`config.mk`:
```
export PLATFORM = sky130hd
export DESIGN_NAME = heston_payoff_accum_flat
export DESIGN_NICKNAME = d
export VERILOG_FILES = /design/src/rtl/heston_pkg.sv /design/src/rtl/heston_payoff_accum_if.sv /design/src/rtl/fp32_to_ufix16q16.sv /design/src/rtl/heston_payoff_accum.sv /design/src/flat_wrapper.sv
export SDC_FILE = /design/constraint.sdc
export NUM_CORES = 1
export LEC_CHECK = 0
export CORE_UTILIZATION = 50
export CTS_CLUSTER_DIAMETER = 50
export DETAILED_ROUTE_END_ITERATION = 6
export PLACE_DENSITY = 0.73
export SLEW_MARGIN = 10
export SYNTH_ARGS = -nofsm -noshare
export SYNTH_HDL_FRONTEND = slang
export SYNTH_HIERARCHICAL = 1
export SYNTH_SLANG_ARGS = --single-unit
```
`constraint.sdc`:
```
create_clock -name clk -period 7.14 [get_ports clk]
set_input_delay 1.428 -clock clk [delete_from_list [all_inputs] [get_ports clk]]
set_output_delay 1.428 -clock clk [all_outputs]
set_load 0.05 [all_outputs]
```
`src/rtl/heston_pkg.sv`:
```
// Shared definitions for the Heston payoff accumulator.
//   state_t      : controller FSM states
//   FRAC_W, Q_W  : unsigned Q16.16 price format
//   FP_*         : IEEE-754 binary32 field widths and exponent bias
//   EXP_MIN/MAX  : biased exponent window that maps to a representable,
//                  non-zero, non-clamped Q16.16 value
package heston_pkg;

  typedef enum logic [2:0] {
    ST_IDLE,
    ST_LEAD,
    ST_RUN,
    ST_DRAIN,
    ST_DONE
  } state_t;

  localparam int FRAC_W    = 16;
  localparam int Q_W       = 32;
  localparam int FP_EXP_W  = 8;
  localparam int FP_MANT_W = 23;
  localparam int EXP_BIAS  = 127;

  // 2^(e-127) * 2^16 >= 1 LSB  <=>  e >= 111
  localparam int EXP_MIN = EXP_BIAS - FRAC_W;
  // value >= 2^16 no longer fits the integer part
  localparam int EXP_MAX = EXP_BIAS + (Q_W - FRAC_W);

endpackage

```
`src/rtl/heston_payoff_accum_if.sv`:
```
// Host-side bundle of the payoff accumulator.
//   start, price1, price2, strike, num_paths : host -> accumulator
//   payoff_sum, paths_done, busy, done, sat   : accumulator -> host
// master = host / core side, slave = accumulator.
interface heston_payoff_accum_if #(
  parameter int ACC_W = 48
);
  logic             start;
  logic [31:0]      price1;
  logic [31:0]      price2;
  logic [31:0]      strike;
  logic [15:0]      num_paths;
  logic [ACC_W-1:0] payoff_sum;
  logic [15:0]      paths_done;
  logic             busy;
  logic             done;
  logic             sat;

  modport master (
    output start, price1, price2, strike, num_paths,
    input  payoff_sum, paths_done, busy, done, sat
  );

  modport slave (
    input  start, price1, price2, strike, num_paths,
    output payoff_sum, paths_done, busy, done, sat
  );
endinterface

```
`src/rtl/fp32_to_ufix16q16.sv`:
```
// Combinational fp32 -> unsigned Q16.16 converter.
//   fp  : IEEE-754 binary32 input
//   q   : Q16.16 result, truncated toward zero
//   sat : NaN input, or positive value >= 2^16 / +Inf (q clamped to all ones)
// Negative values, zeros, denormals and values below one LSB give 0.
module fp32_to_ufix16q16
  import heston_pkg::*;
(
  input  logic [31:0]    fp,
  output logic [Q_W-1:0] q,
  output logic           sat
);

  logic                 sign;
  logic [FP_EXP_W-1:0]  exp_f;
  logic [FP_MANT_W-1:0] mant;
  logic [4:0]           sh;

  assign {sign, exp_f, mant} = fp;

  // Only meaningful inside [EXP_MIN, EXP_MAX): shift range 0..31.
  assign sh = 5'(exp_f - FP_EXP_W'(EXP_MIN));

  always_comb begin
    q   = '0;
    sat = 1'b0;
    if (exp_f == '1 && mant != '0) begin
      sat = 1'b1;
    end else if (sign) begin
      q = '0;
    end else if (exp_f >= FP_EXP_W'(EXP_MAX)) begin
      q   = '1;
      sat = 1'b1;
    end else if (exp_f < FP_EXP_W'(EXP_MIN)) begin
      q = '0;
    end else begin
      // {1.mant} * 2^(e-111) / 2^23, dropping the fraction below 2^-16
      q = Q_W'(({{Q_W{1'b0}}, 1'b1, mant} << sh) >> FP_MANT_W);
    end
  end

endmodule

```
`src/rtl/heston_payoff_accum.sv`:
```
// European call payoff accumulator for the two-lane Heston core.
//   clk, rst_n : clock, asynchronous active-low reset
//   bus        : slave side of heston_payoff_accum_if
//                start/strike/num_paths sampled on accepted start,
//                price1/price2 sampled at each path end,
//                payoff_sum (Q32.16), paths_done, busy, done, sat reported.
// The path-end schedule is free-running from start: LEAD_CYC lead cycles,
// then one sample every CYC_PER_STEP*(STEPS+1) cycles.
//
// state | meaning
// IDLE  | waiting for first start
// LEAD  | core warm-up before path 1
// RUN   | path cycles; sample prices at last cycle of each path
// DRAIN | waiting for the conversion stage to empty
// DONE  | result held until next start
module heston_payoff_accum
  import heston_pkg::*;
#(
  parameter int CYC_PER_STEP = 4,
  parameter int STEPS        = 365,
  parameter int LEAD_CYC     = 6,
  parameter int ACC_W        = 48
) (
  input  logic clk,
  input  logic rst_n,
  heston_payoff_accum_if.slave bus
);

  localparam int CYC_PER_PATH = CYC_PER_STEP * (STEPS + 1);
  localparam int CYC_W        = $clog2(CYC_PER_PATH + 1);
  localparam int LEAD_W       = $clog2(LEAD_CYC + 1);
  localparam int SUM_W        = ACC_W + 1;

  state_t state, state_nxt;

  logic [LEAD_W-1:0] lead_cnt;
  logic [CYC_W-1:0]  cyc_cnt;
  logic [15:0]       paths_issued;
  logic [15:0]       num_lat;
  logic [31:0]       strike_lat;

  logic              s1_vld;
  logic [Q_W-1:0]    s1_x1, s1_x2;

  logic [ACC_W-1:0]  sum_q;
  logic [15:0]       paths_done_q;
  logic              sat_q;

  logic              start_ok, lead_end, path_end, sample, last_path;
  logic [Q_W-1:0]    c1_q, c2_q;
  logic              c1_sat, c2_sat;
  logic [Q_W-1:0]    pay1, pay2;
  logic [SUM_W-1:0]  sum_wide;

  assign start_ok  = bus.start && (state == ST_IDLE || state == ST_DONE);
  assign lead_end  = (lead_cnt == LEAD_W'(LEAD_CYC - 1));
  assign path_end  = (cyc_cnt == CYC_W'(CYC_PER_PATH - 1));
  assign sample    = (state == ST_RUN) && path_end;
  assign last_path = sample && ((paths_issued + 16'd1) == num_lat);

  fp32_to_ufix16q16 u_conv1 (.fp(bus.price1), .q(c1_q), .sat(c1_sat));
  fp32_to_ufix16q16 u_conv2 (.fp(bus.price2), .q(c2_q), .sat(c2_sat));

  always_ff @(posedge clk or negedge rst_n) begin
    if (!rst_n) state <= ST_IDLE;
    else        state <= state_nxt;
  end

  always_comb begin
    state_nxt = state;
    case (state)
      ST_IDLE, ST_DONE: if (start_ok) state_nxt = (bus.num_paths == '0) ? ST_DRAIN : ST_LEAD;
      ST_LEAD:          if (lead_end) state_nxt = ST_RUN;
      ST_RUN:           if (last_path) state_nxt = ST_DRAIN;
      ST_DRAIN:         if (!s1_vld) state_nxt = ST_DONE;
      default:          state_nxt = ST_IDLE;
    endcase
  end

  // Schedule counters and job parameters
  always_ff @(posedge clk or negedge rst_n) begin
    if (!rst_n) begin
      lead_cnt     <= '0;
      cyc_cnt      <= '0;
      paths_issued <= '0;
      num_lat      <= '0;
      strike_lat   <= '0;
    end else if (start_ok) begin
      lead_cnt     <= '0;
      cyc_cnt      <= '0;
      paths_issued <= '0;
      num_lat      <= bus.num_paths;
      strike_lat   <= bus.strike;
    end else begin
      if (state == ST_LEAD) begin
        lead_cnt <= lead_end ? '0 : lead_cnt + 1'b1;
        cyc_cnt  <= '0;
      end
      if (state == ST_RUN) begin
        cyc_cnt <= path_end ? '0 : cyc_cnt + 1'b1;
        if (sample) paths_issued <= paths_issued + 16'd1;
      end
    end
  end

  // S1: converted prices
  always_ff @(posedge clk or negedge rst_n) begin
    if (!rst_n) begin
      s1_vld <= 1'b0;
      s1_x1  <= '0;
      s1_x2  <= '0;
    end else begin
      s1_vld <= sample;
      if (sample) begin
        s1_x1 <= c1_q;
        s1_x2 <= c2_q;
      end
    end
  end

  // S2: payoff per lane and saturating accumulate
  assign pay1     = (s1_x1 > strike_lat) ? s1_x1 - strike_lat : '0;
  assign pay2     = (s1_x2 > strike_lat) ? s1_x2 - strike_lat : '0;
  assign sum_wide = {1'b0, sum_q} + SUM_W'(pay1) + SUM_W'(pay2);

  always_ff @(posedge clk or negedge rst_n) begin
    if (!rst_n) begin
      sum_q        <= '0;
      paths_done_q <= '0;
      sat_q        <= 1'b0;
    end else if (start_ok) begin
      sum_q        <= '0;
      paths_done_q <= '0;
      sat_q        <= 1'b0;
    end else begin
      if (sample && (c1_sat || c2_sat)) sat_q <= 1'b1;
      if (s1_vld) begin
        paths_done_q <= paths_done_q + 16'd1;
        if (sum_wide[ACC_W]) begin
          sum_q <= '1;
          sat_q <= 1'b1;
        end else begin
          sum_q <= sum_wide[ACC_W-1:0];
        end
      end
    end
  end

  assign bus.payoff_sum = sum_q;
  assign bus.paths_done = paths_done_q;
  assign bus.sat        = sat_q;
  assign bus.done       = (state == ST_DONE);
  assign bus.busy       = (state == ST_LEAD) || (state == ST_RUN) || (state == ST_DRAIN);

endmodule

```
`src/flat_wrapper.sv`:
```
// flat-port wrapper written by rule: the top's interface ports become plain ports
module heston_payoff_accum_flat import heston_pkg::*;
#(
  parameter int CYC_PER_STEP = 4,
  parameter int STEPS        = 365,
  parameter int LEAD_CYC     = 6,
  parameter int ACC_W        = 48
)
  (clk, rst_n, bus_start, bus_price1, bus_price2, bus_strike, bus_num_paths, bus_payoff_sum, bus_paths_done, bus_busy, bus_done, bus_sat);
  heston_payoff_accum_if #(.ACC_W(ACC_W)) bus_i ();
  input  logic clk;
  input  logic rst_n;
  input wire logic [$bits(bus_i.start)-1:0] bus_start;
  input wire logic [$bits(bus_i.price1)-1:0] bus_price1;
  input wire logic [$bits(bus_i.price2)-1:0] bus_price2;
  input wire logic [$bits(bus_i.strike)-1:0] bus_strike;
  input wire logic [$bits(bus_i.num_paths)-1:0] bus_num_paths;
  output wire logic [$bits(bus_i.payoff_sum)-1:0] bus_payoff_sum;
  output wire logic [$bits(bus_i.paths_done)-1:0] bus_paths_done;
  output wire logic [$bits(bus_i.busy)-1:0] bus_busy;
  output wire logic [$bits(bus_i.done)-1:0] bus_done;
  output wire logic [$bits(bus_i.sat)-1:0] bus_sat;
  assign bus_i.start = bus_start;
  assign bus_i.price1 = bus_price1;
  assign bus_i.price2 = bus_price2;
  assign bus_i.strike = bus_strike;
  assign bus_i.num_paths = bus_num_paths;
  assign bus_payoff_sum = bus_i.payoff_sum;
  assign bus_paths_done = bus_i.paths_done;
  assign bus_busy = bus_i.busy;
  assign bus_done = bus_i.done;
  assign bus_sat = bus_i.sat;
  heston_payoff_accum #(.CYC_PER_STEP(CYC_PER_STEP), .STEPS(STEPS), .LEAD_CYC(LEAD_CYC), .ACC_W(ACC_W)) u_core (.clk(clk), .rst_n(rst_n), .bus(bus_i));
endmodule
```
# --- After elaboration in Yosys (flattened, before gate mapping) ---
# Index checks and enable logic that the tools add are counted.
op_classes:
  add_sub_neg: 10
  n_mul: 0
  n_div: 0
  n_lt_le_gt_ge: 6
  n_eq_ne: 13
  n_shift: 2
  muxes: 41
  bitwise_logic: 0
  reduce_logical: 22
op_table:
  columns: ["operator", "n"]
  rows:
  - ["$mux 32", 10]
  - ["$mux 48", 3]
  - ["$shl 24x5->55", 2]
  - ["$mux 16", 5]
  - ["$gt 32x32->1", 2]
  - ["$sub 32x32->32", 2]
  - ["$add 48x32->49", 1]
  - ["$add 49x32->49", 1]
  - ["$reduce_bool 23->1", 2]
  - ["$mux 11", 4]
  - ["$add 16x1->16 const B", 2]
  - ["$mux 3", 7]
  - ["$eq 16x16->1", 1]
  - ["$eq 8x8->1 const B", 2]
  - ["$ge 8x8->1 const B", 2]
  - ["$logic_not 16->1", 1]
  - ["$lt 8x7->1 const B", 2]
  - ["$pmux 3 s4", 1]
  - ["$add 11x1->11 const B", 1]
  - ["$eq 11x11->1 const B", 1]
  - ["$mux 1", 10]
  - ["$sub 5x4->5 const B", 2]
  - ["$reduce_bool 2->1", 4]
  - ["$eq 3x2->1 const B", 2]
  - ["other kinds (13)", 24]
totals:
  reg_bits: 211
  latch_bits: 0
  mem_bits_rw: 0
  romBits: 0
  input_bits: 115
  out_inout_bits: 67
  word_cells: 106
  memories: 0

# --- Logic depth before layout (Yosys ltp) ---
# Gate-level depths: netlist of the first run.
logic_depth:
  ltp_word: 10
  ltp_mapped: 28
  depth_no_buf: 26

# --- Modules after synthesis ---
# The synthesis of the first run kept the hierarchy.
modules_own_cells:
  columns: ["mod", "instances", "cells_per_inst", "area_per_inst_um2", "seq_area_each_um2"]
  rows:
  - ["heston_payoff_accum", 1, 1860, 15353.5, 5280.1]
  - ["fp32_to_ufix16q16", 2, 253, 1978.1, 0.0]

# --- Worst setup path after synthesis of the first run ---
# No wires, ideal clock.
synth_path:
  path_kind: "register to register"
  from: "register u_core.s1_x2[0]"
  to: "register u_core.sum_q[45] (netlist: u_core/bus.payoff_sum[45])"
  setup_ps: 136
  arrival_ps: 5573
  required_time_ps: 7004
  setup_slack_ps: 1431
  stages_incl_launch_ff: 29
  path_buffers: 2
  synth_period_minus_slack_ps: 5709
  path_cell_list: "dfrtp_1 -> inv_1 -> ha_1 -> inv_1 -> fa_1 -> a21o_1 -> a21o_1 -> a311oi_1 -> o31ai_2 -> o211ai_1 -> a31oi_1 -> o22ai_1 -> a31o_2 -> buf_2 -> buf_2 -> nor2_1 -> fa_1 -> ha_1 -> inv_1 -> fa_1 -> nand2b_1 -> a21o_1 -> a21oi_1 -> a2111oi_4 -> o211ai_1 -> a21oi_2 -> nor4b_1 -> xnor2_1 -> o21ai_0"
synth_between:
  elab_chain_len: 6
  elab_cells_between_ends: 7
  classes_between: "add/sub: 2; order compare: 1; mux: 4"
synth_rtl:
  columns: ["element", "line_no", "rtl"]
  rows:
  - ["from (decl)", "heston_payoff_accum.sv:43", "logic [Q_W-1:0] s1_x1, s1_x2;"]
  - ["from (signal assigned)", "heston_payoff_accum.sv:116", "s1_x2 <= c2_q;"]
  - ["$sub 32x32->32 or $gt 32x32->1 (tied branches)", "heston_payoff_accum.sv:123", "assign pay2 = (s1_x2 > strike_lat) ? s1_x2 - strike_lat : '0;"]
  - ["$mux 32 *", "heston_payoff_accum.sv:123", null]
  - ["$add 49x32->49 *", "heston_payoff_accum.sv:124", "assign sum_wide = {1'b0, sum_q} + SUM_W'(pay1) + SUM_W'(pay2);"]
  - ["$mux 48 *", "heston_payoff_accum.sv:139", "if (sum_wide[ACC_W]) begin"]
  - ["$mux 48 *", "heston_payoff_accum.sv:137", "if (s1_vld) begin"]
  - ["$mux 48 *", "heston_payoff_accum.sv:131", "end else if (start_ok) begin"]
  - ["to (signal assigned)", "heston_payoff_accum.sv:143", "sum_q <= sum_wide[ACC_W-1:0];"]
  - ["to (decl)", "heston_payoff_accum.sv:45", "logic [ACC_W-1:0] sum_q;"]
# Mark *: on every way between the ends. The rest lies on a longest branch, timed or not. The select of a mux whose other input is x is not followed.
# A chain may end at the register's enable or synchronous reset.

# --- Worst setup path in the final report of the first run ---
# Same ends and word-level chain as after synthesis.

==> impl_results.md, run 1 <==
* Worst skew pair latency at between 0.5 and 0.6 ns
* Via/cell ratio at 6.02
* CP Data Required Time at between 7 and 8 ns
* Critical path startpoint category: flip-flop
* Initial antenna violation count at 1
* Dpl cells at approximately 3000
* PortBufs at ~180
* RSZ-0062 raised after global routing: false
* Status: finished, final reports clean
* Setup TNS at 0 ns
* N_diodes at 0
* Hold Violations, Final at 0
* Fin cells at between 2000 and 3000
* Max Buffers Root-to-Sink at 3
* Ys flop type: dfrtp_1
* Routed WL per cell at roughly 19 µm
* Gr usage total at between 20% and 30%
* Resized Gates After CTS at 0
* Synth Register Bits at 211
* Tmin final at approximately 6.6 ns
* Slew HR at about 33%
* Place WS at roughly 0.54 ns
* Crit-path max FO at 22
* Max cap viols at 0
* Initial DRT Pass Iterations at 6
* Hold crit path type: flip-flop to flip-flop
* Cell row count at 71
* Initial Util at between 50% and 60%
* Die Wd at between 150 and 200 µm
* Die H at approximately 200 µm
* Power density cells at roughly 470 mW/mm²
* GP Congestion at approximately 0.95
* DP HPWL at roughly 43000 µm
* Inserted Clock Buffers at 27
* Crit path DAT at ~7 ns
* Final setup fails at 0
* Synth Instances at around 2400
* Number of synthesized flops with an enable pin at 0
* Root Buffer: clkbuf_16
* Max Transition Viols Final at 0
* Largest net degree at the start of global routing at about 130
* CTS tree: yes
* Setup Skew at around 0.014 ns
* Reg area at ~0.0053 mm²
* Ports at 182
* Synth cell types at 92
* Share of the yosys chip area belonging to registers at between 20% and 30%
* First-pass GRT wire length at between 80000 and 90000 µm
* Syn_nets at approximately 2600
* Layout filler cell count at ~3500
* Maximum clock frequency at ~0.15 GHz
* Synth async-reset ratio at 100%
* Routed wire length at about 56000 µm
* Area delta synth->final at 15.5%
* Post-CTS Setup Repair Bufs at 0
* Slew @ Worst Pin at 1.01 ns
* DRC viols at 0
* Syn_area_per_cell at 8.16 µm²
* Setup ws final at 0.556 ns
* Synthesized cell area at about 0.019 mm²
* DR vias at 18100
* DIE AREA at 0.0394 mm²
* Nets at approximately 2700
* Total grt overflow at 0
* Core area at 0.0378 mm²
* Syn. warnings at 6
* CTS clk-pin slew, worst paths at 0.06 ns
* Initial drt markers at roughly 1500
* Clock sinks at roughly 210
* H-Tree Depth at 1
* Cts-stage hold buffer count at 0
* Fraction of layout cells with a size suffix above 1 at 6.43%
* Leak pwr at between 9 and 10 nW
* Period utilization at between 90% and 100%
* Vias in the first global route at 17000
* CP Capture Type: flip-flop
* Post-route ant nets at 0
* Maximum VDD drop at about 0.00036 V
* WS Path Type: flip-flop to flip-flop
* Multi-input logic area at approximately 0.013 mm²
[cell families after synthesis]
kind of cell    Yosys count  synth area share, %
simple gates            925                 21.9
compound gates          619                 20.3
buf+inv                 214                 4.76
flops                   211                 27.3
fa+ha+maj               138                 10.3
xor+xnor                137                 6.49
mux                     122                 8.93
[cell usage in the layout, fill, tap and decap left out, types with 17 or more instances in the layout]
cell type        instances
mux2_2                  24
nand2_1                417
a21oi_1                168
inv_1                   81
nand4_1                 25
clkdlybuf4s50_1        180
a21o_1                  48
o211ai_1                18
clkbuf_16               27
a211oi_1                21
a31oi_1                 30
buf_4                   23
nand3_1                 57
o21a_1                  17
and3_1                  35
nor4_1                  21
xor2_1                  64
ha_1                   103
xnor2_1                 69
nor3_1                  65
fa_1                    35
mux2i_1                 62
o31ai_1                 19
o21ai_0                180
nand2b_1                30
dfrtp_1                210
nor2_1                 183
[cell usage after synthesis, types with 9 or more instances]
cell type | instances | share of area, %
nand2_1 | 417 | 8.1
dfrtp_1 | 211 | 27
nor2_1 | 183 | 3.6
o21ai_0 | 180 | 4.7
a21oi_1 | 168 | 4.4
ha_1 | 103 | 6.7
inv_1 | 81 | 1.6
xnor2_1 | 69 | 3.1
clkbuf_1 | 67 | 1.3
nor3_1 | 65 | 1.7
xor2_1 | 64 | 2.9
mux2i_1 | 62 | 3.2
nand3_1 | 57 | 1.5
a21o_1 | 48 | 1.9
buf_2 | 42 | 1.1
and3_1 | 35 | 1.1
fa_1 | 35 | 3.6
a31oi_1 | 30 | 0.97
nand2b_1 | 30 | 0.97
nand4_1 | 25 | 0.81
mux2_2 | 24 | 1.4
nor4_1 | 22 | 0.71
a211oi_1 | 21 | 0.82
o31ai_1 | 19 | 0.74
o211ai_1 | 18 | 0.70
o21a_1 | 17 | 0.66
a221oi_1 | 16 | 0.73
mux4_1 | 16 | 2.2
mux4_2 | 16 | 1.9
and2_1 | 14 | 0.45
nor2b_1 | 13 | 0.42
a311oi_1 | 10 | 0.45
o21bai_1 | 10 | 0.39
a41oi_1 | 9 | 0.41
and4_1 | 9 | 0.41
nor3b_1 | 9 | 0.35
o31a_1 | 9 | 0.41
or3_1 | 9 | 0.29
[worst max-delay path: stages, from the launching register on]
cell and delay, ns:
dfrtp_1 0.36, inv_1 0.08, ha_1 0.16, inv_1 0.05
fa_1 0.41, a21o_1 0.17, a21o_1 0.21, a311oi_1 0.39
o31ai_2 0.16, o211ai_1 0.25, a31oi_1 0.12, o22ai_1 0.17
a31o_2 0.48, nor2_1 0.12, fa_1 0.51, ha_1 0.19
inv_1 0.06, fa_1 0.40, nand2b_1 0.18, a21o_1 0.19
a21oi_1 0.34, a2111oi_4 0.17, o211ai_1 0.38, a21oi_2 0.20
nor4b_1 0.39, xnor2_1 0.17, o21ai_0 0.09
[through the flow]
| step | cell area, µm² | utilization [%] | power [mW] | hold slack [ns] |
|---|---|---|---|---|
| floorplan | 19300 | - | 7.40 | 0.443 |
| global placement | 21400 | 56.4 | 8.90 | 0.460 |
| detailed placement | 21400 | 56.4 | 8.97 | 0.462 |
| CTS | 22300 | 58.9 | 10.4 | 0.475 |
| global route | 22300 | 59.0 | 11.5 | 0.506 |
| finish | 22300 | 59.0 | 10.5 | 0.470 |
[cell type report]
| class | count | share of cell area [%] |
|---|---|---|
| Timing Repair Buffer | 205 | 9.00 |
| Tap cell | 511 | 2.87 |
| Clock inverter | 13 | 0.880 |
| Inverter | 83 | 1.40 |
| Sequential cell | 211 | 23.7 |
| Multi-Input combinational cell | 1941 | 58.8 |
| Clock buffer | 35 | 3.34 |
[per-layer routing]
metal  share of wire [%]  global-route usage (%)
met1                  46                    41.4
met2                  45                    44.6
met3                 6.1                    2.61
met4                 2.8                    8.69
met5                   0                       0
[registers in the layout, indices dropped and copies added (netlist names)]
name,count
u_core/bus.payoff_sum,48
u_core/s1_x1,32
u_core/s1_x2,32
u_core/strike_lat,32
u_core/bus.paths_done,16
u_core/num_lat,16
u_core/paths_issued,16
u_core/cyc_cnt,11
u_core/lead_cnt,3
u_core/state,3
u_core/bus.sat,1
u_core/s1_vld,1
[worst paths after layout]
check / start / end / slack, ns / depth (start not counted)
min: u_core/s1_x2[10] / u_core/s1_x2[10] / 0.47 / 2
max reg2reg: u_core/s1_x2[0] / u_core/bus.payoff_sum[45] / 0.56 / 26
max: u_core/s1_x2[0] / u_core/bus.payoff_sum[45] / 0.56 / 26
min reg2reg: u_core/s1_x2[10] / u_core/s1_x2[10] / 0.47 / 2
max in group asynchronous: rst_n / u_core/num_lat[11] / 5.13 / 2
min in group asynchronous: rst_n / u_core/bus.payoff_sum[6] / 0.89 / 1
[power by group]
group / total, mW / switching, mW / internal (mW) / leakage, nW
combinational: 7.70 / 4.68 / 3.02 / 6.42
sequential: 1.44 / 0.0899 / 1.35 / 2.53
clock: 1.40 / 0.544 / 0.860 / 0.464
total: 10.5 / 5.32 / 5.23 / 9.41
Note: power is estimated with default switching activity, not from simulation.
==> run 2, diff against run 1 <==
CTS_CLUSTER_SIZE = 30   (was not set)
==> run 2 against run 1 <==
Net effect: clock-buffer cell count is 7 lower; via count hardly changed; combinational power hardly changed; core utilization is 0.11 points lower.
==> impl_results.md, run 2 (synthesis results as in run 1) <==
* Root Buffer: clkbuf_16
* CP peak stage delay at 0.51 ns (about the same)
* Clock group share of total power at 12.9% (-0.4 points)
* Maximum VDD drop at 0.000355 V (-1.4%)
* Cell row count at 71 (unchanged)
* Commonest non-fill, non-tap cells in the layout: nand2_1, dfrtp_1, nor2_1
* Reg2Reg Setup Slack at 0.54 ns (-0.02 ns)
* Core Util, Final at 58.8% (-0.11 points)
* Inserted Clock Buffers at 25 (-7.4%)
* Sequential share of power at 13.7% (about the same)
* Setup ws final at 0.538 ns (-0.0175 ns)
* Setup Skew at 0.0322 ns (+0.0181 ns)
* CP Data Required Time at 7.52 ns (about the same)
* Setup crit end: u_core/bus.payoff_sum[45]
* Max Transition Viols Final at 0 (unchanged)
* Status: finished, final reports clean
* Initial DRT Pass Iterations at 6 (unchanged)
* Setup TNS at 0 ns (unchanged)
* Leak pwr at 9.38 nW (-0.33%)
* Nets at 2720 (-0.073%)
* Via/cell ratio at 6.03 (+0.12%)
* Max Buffers Root-to-Sink at 3 (unchanged)
* Worst skew pair latency at 0.57 ns (+0.02 ns)
* Commonest non-fill, non-tap cell in the layout: nand2_1
* PortBufs at 181 (unchanged)
* CTS clk-pin slew, worst paths at 0.07 ns (about the same)
* Post-route ant nets at 0 (unchanged)
* Fraction of layout cells with a size suffix above 1 at 6.48% (+0.045 points)
* CTS tree: yes
* WS Path Type: flip-flop to flip-flop
* Total grt overflow at 0 (unchanged)
* Ports at 182 (unchanged)
* Vias in the first global route at 17000 (-0.11%)
* DIE AREA at 0.0394 mm² (unchanged)
* Routed WL per cell at 18.6 µm (about the same)
* Routed wire length at 55600 µm (-0.10%)
* Die H at 199 µm (unchanged)
* Gr usage total at 28.4% (-0.065 points)
* Period utilization at 92.5% (+0.25 points)
* Clock sinks at 211 (unchanged)
* Max reg flops at 48 (unchanged)
* Slew @ Worst Pin at 1.01 ns (+0.00195 ns)
* RSZ-0062 raised after global routing: false
* Fin cells at 2997 (-0.067%)
* Die Wd at 199 µm (unchanged)
* Crit-path max FO at 22 (unchanged)
* Largest net degree at the start of global routing at 128 (unchanged)
* Power Total at 10.5 mW (-0.65%)
* Tmin final at 6.60 ns (+0.0175 ns)
* Initial Util at 51.0% (unchanged)
* Power density cells at 470 mW/mm² (-0.46%)
* Crit path DAT at 6.98 ns (about the same)
* Final setup fails at 0 (unchanged)
* DR vias at 18100 (+0.050%)
* H-Tree Depth at 1 (unchanged)
* Hold Violations, Final at 0 (unchanged)
* Place WS at 0.544 ns (unchanged)
* Slowest-stage cell, CP: fa_1
* N_diodes at 0 (unchanged)
* Reg-to-Reg End: u_core/bus.payoff_sum[45]
* Slew HR at 32.8% (-0.13 points)
* DP HPWL at 43100 µm (unchanged)
* Hold crit path type: flip-flop to flip-flop
* GP Congestion at 0.952 (unchanged)
* Maximum clock frequency at 0.151 GHz (-0.27%)
* Area delta synth->final at 15.3%
* Combinational Power Share at 73.4% (+0.4 points)
* Core area at 0.0378 mm² (unchanged)
* CP startpoint: u_core/s1_x2[0]
* P_int at 5.11 mW (-2.2%)
* CP Capture Type: flip-flop
* Hold Path Origin: u_core/s1_x2[25]
* Max cap viols at 0 (unchanged)
* Initial drt markers at 1326 (-11%)
* Critical path startpoint category: flip-flop
* First-pass GRT wire length at 89900 µm (-0.15%)
* DRC viols at 0 (unchanged)
* Reg2reg start: u_core/s1_x2[0]
* Dpl cells at 2951 (unchanged)
* Psw at 5.36 mW (+0.86%)
* Reg2Reg Depth at 26 (unchanged)
* Initial antenna violation count at 1 (unchanged)
* Switching Fraction at 51.2% (+0.77 points)
[run 2: cell types whose count changed in the layout (fill, tap and decap cells not counted)]
cell,previous run,this run
bufinv_16,3,1
clkbuf_1,4,1
clkbuf_16,27,25
clkbuf_8,5,3
clkinv_4,1,0
clkinv_8,1,3
clkinvlp_4,0,3
inv_16,1,4
[run 2: critical path: cells and delay by family (launching register included)]
kind                     cells  cell delay [ns]
adder cells (fa/ha/maj)      5             1.66
AND/OR/NAND/NOR              3             0.69
flip-flops                   1             0.36
buffers and inverters        3             0.18
XOR/XNOR                     1             0.17
AO/OA/AOI/OAI               14             3.32
[run 2: layout make-up]
| class | count | area, µm² |
|---|---|---|
| inverters | 83 | 312 |
| repair buffers | 205 | 2010 |
| fillers | 3484 | 15600 |
| well taps | 511 | 639 |
| multi-input cells | 1941 | 13100 |
| flip-flops and latches | 211 | 5280 |
| clock buffers | 28 | 657 |
| clock inverters | 18 | 243 |
[run 2: routing by layer]
metal	vias up	track usage, %	share of wire (%)
li1	8676	-	-
met1	8666	41.3	47
met2	641	44.3	44
met3	89	2.68	6.1
met4	0	8.80	2.8
met5	-	0	0
[run 2: per-stage QoR]
step | area [µm²] | hold slack, ns
floorplan | 19300 | 0.443
global placement | 21400 | 0.460
CTS | 22300 | 0.479
global route | 22300 | 0.507
finish | 22300 | 0.475
detailed placement | 21400 | 0.462
[run 2: timing repair]
item,4_1_cts,5_1_grt
hold buffers,0,0
resized for setup,0,1
setup endpoints to repair,0,1
setup buffers,0,0
[run 2: power by group through the flow]
stage	clock, mW	sequential (mW)	combinational, mW
floorplan	0	1.42	5.98
global placement	0	1.45	7.45
detailed placement	0	1.46	7.52
CTS	1.38	1.44	7.57
global route	1.43	1.45	8.55
finish	1.35	1.44	7.69
[run 2: worst min-delay path by stage]
stage                                  end  slack (ns)  cells after the start
after floorplan           u_core/s1_x1[10]        0.44                      2
after global placement    u_core/s1_x2[10]        0.46                      2
after detailed placement  u_core/s1_x2[10]        0.46                      2
after CTS                 u_core/s1_x2[10]        0.48                      2
after global routing      u_core/s1_x2[26]        0.51                      2
final                     u_core/s1_x2[25]        0.47                      2
==> run 3, diff against run 2 <==
CORE_MARGIN = 2   (was not set)
==> run 3 against run 2 <==
Net effect: routed wire length grew 1.3%; total power decreased by 0.39%; sequential share of layout area is 0.090 points higher; worst setup slack worse by 0.038 ns; critical endpoint unchanged; largest cell class unchanged; largest power group unchanged.
==> impl_results.md, run 3 (synthesis results as in run 1) <==
* Status: finished, final reports clean
* Post-route ant nets at 0 (unchanged)
* Slew HR at 32.9% (about the same)
* CP peak stage delay at 0.51 ns (about the same)
* Gr usage total at 27.6% (-0.73 points)
* Placed Area at 0.0214 mm² (about the same)
* Layout filler cell count at 3540 (+1.6%)
* CP Capture Type: flip-flop
* Vias in the first global route at 17100 (+0.62%)
* Max Buffers Root-to-Sink at 3 (unchanged)
* PortBufs at 181 (unchanged)
* Maximum clock frequency at 0.151 GHz (-0.57%)
* Cell row count at 71 (unchanged)
* Worst skew pair latency at 0.56 ns (about the same)
* Slew @ Worst Pin at 1.00 ns (-0.00286 ns)
* Max cap viols at 0 (unchanged)
* Initial drt markers at 1538 (+16%)
* First-pass GRT wire length at 91800 µm (+2.2%)
* Hold crit path type: flip-flop to flip-flop
* Routed WL per cell at 18.8 µm (+1.3%)
* H-Tree Depth at 1 (unchanged)
* Setup TNS at 0 ns (unchanged)
* Tmin final at 6.64 ns (+0.0378 ns)
* Commonest non-fill, non-tap cell in the layout: nand2_1
* Initial Util at 51.0% (unchanged)
* Initial DRT Pass Iterations at 5 (-1)
* Max reg flops at 48 (unchanged)
* CTS tree: yes
* Via/cell ratio at 5.98 (-0.79%)
* Critical path startpoint category: flip-flop
* Root Buffer: clkbuf_16
* Leak pwr at 9.35 nW (-0.34%)
* Inserted Clock Buffers at 25 (unchanged)
* Multi-input logic area at 0.0131 mm² (about the same)
* N_diodes at 0 (unchanged)
* Largest net degree at the start of global routing at 110 (-14%)
* Post-CTS Setup Repair Bufs at 0 (unchanged)
* DIE AREA at 0.0402 mm² (+2.0%)
* Area delta synth->final at 14.9%
* Die Wd at 201 µm (+1.0%)
* DR vias at 17900 (-0.76%)
* Final setup fails at 0 (unchanged)
* Core area at 0.0378 mm² (unchanged)
* DRC viols at 0 (unchanged)
* Crit path DAT at 7.04 ns (+0.06 ns)
* DP HPWL at 43800 µm (+1.6%)
* Slowest-stage cell, CP: fa_1
* WS Path Type: flip-flop to flip-flop
* Worst hold margin at 0.469 ns (-0.00605 ns)
* Clock sinks at 211 (unchanged)
* Place WS at 0.547 ns (+0.00312 ns)
* Reg area at 0.00528 mm² (unchanged)
* Ports at 182 (unchanged)
* Maximum VDD drop at 0.000355 V (about the same)
* Nets at 2721 (+0.037%)
* Max Transition Viols Final at 0 (unchanged)
* RSZ-0062 raised after global routing: false
* Crit-path max FO at 21 (-4.5%)
* Cts-stage hold buffer count at 0 (unchanged)
* Hold Violations, Final at 0 (unchanged)
* Design area at 0.0222 mm² (-0.38%)
* Routed wire length at 56300 µm (+1.3%)
* Setup Skew at 0.0165 ns (-0.0156 ns)
* Total grt overflow at 0 (unchanged)
* Core Util, Final at 58.6% (-0.22 points)
* Reg2Reg Setup Slack at 0.50 ns (-0.04 ns)
* GP Congestion at 0.965 (+1.4%)
* WP buf/inv at 3 (unchanged)
* Initial antenna violation count at 0 (-1)
* Commonest non-fill, non-tap cells in the layout: nand2_1, dfrtp_1, nor2_1
* Period utilization at 93.0% (+0.53 points)
* CP top delay family: compound AO/OA/AOI/OAI gates
* Fraction of layout cells with a size suffix above 1 at 6.43% (-0.043 points)
* CTS clk-pin slew, worst paths at 0.07 ns (about the same)
* Power density cells at 470 mW/mm² (about the same)
* Resized Gates After CTS at 0 (unchanged)
* Setup ws final at 0.501 ns (-0.0378 ns)
* Die H at 201 µm (+1.0%)
* CP Data Required Time at 7.54 ns (+0.02 ns)
[run 3: worst min-delay path, stage by stage, from the launching register on]
cell and delay, ns:
dfrtp_1 0.34, nand2_1 0.05, nand2_1 0.05
[run 3: area by class of cell]
type	instances	share of cell area [%]
multi-input combinational	1941	59.1
inverter	83	1.40
tap	511	2.88
clock inverter	19	0.823
timing repair buffer	206	9.09
clock buffer	27	2.85
sequential	211	23.8
[run 3: path summary, 6_finish.rpt]
| kind | start | endpoint | cells past startpoint |
|---|---|---|---|
| worst min-delay path | u_core/s1_x2[23] | u_core/s1_x2[23] | 2 |
| worst max-delay path | u_core/s1_x2[0] | u_core/bus.payoff_sum[45] | 26 |
| worst max register to register | u_core/s1_x2[0] | u_core/bus.payoff_sum[45] | 26 |
| min in group asynchronous | rst_n | u_core/strike_lat[3] | 1 |
| max in group asynchronous | rst_n | u_core/num_lat[10] | 2 |
| worst min register to register | u_core/s1_x2[23] | u_core/s1_x2[23] | 2 |
[run 3: metrics by stage]
stage          cells  power (mW)
2_1_floorplan   2366        7.40
3_3_place_gp    2952        8.96
3_5_place_dp    2952        9.03
4_1_cts         2998        10.3
5_1_grt         2998        11.4
6_report        2998        10.4
[run 3: where the power goes]
group / switching (mW) / internal, mW / total [mW] / leakage, nW
sequential: 0.0878 / 1.35 / 1.43 / 2.53
combinational: 4.73 / 3.02 / 7.75 / 6.42
clock: 0.575 / 0.676 / 1.25 / 0.397
total: 5.39 / 5.04 / 10.4 / 9.35
[run 3: routing by layer]
layer  wire [µm]  global-route usage [%]  vias up
li1            -                       -     8707
met1       25900                    40.3     8572
met2       25500                    44.4      584
met3        3710                    2.63       72
met4        1170                    6.35        0
met5           0                       0        -
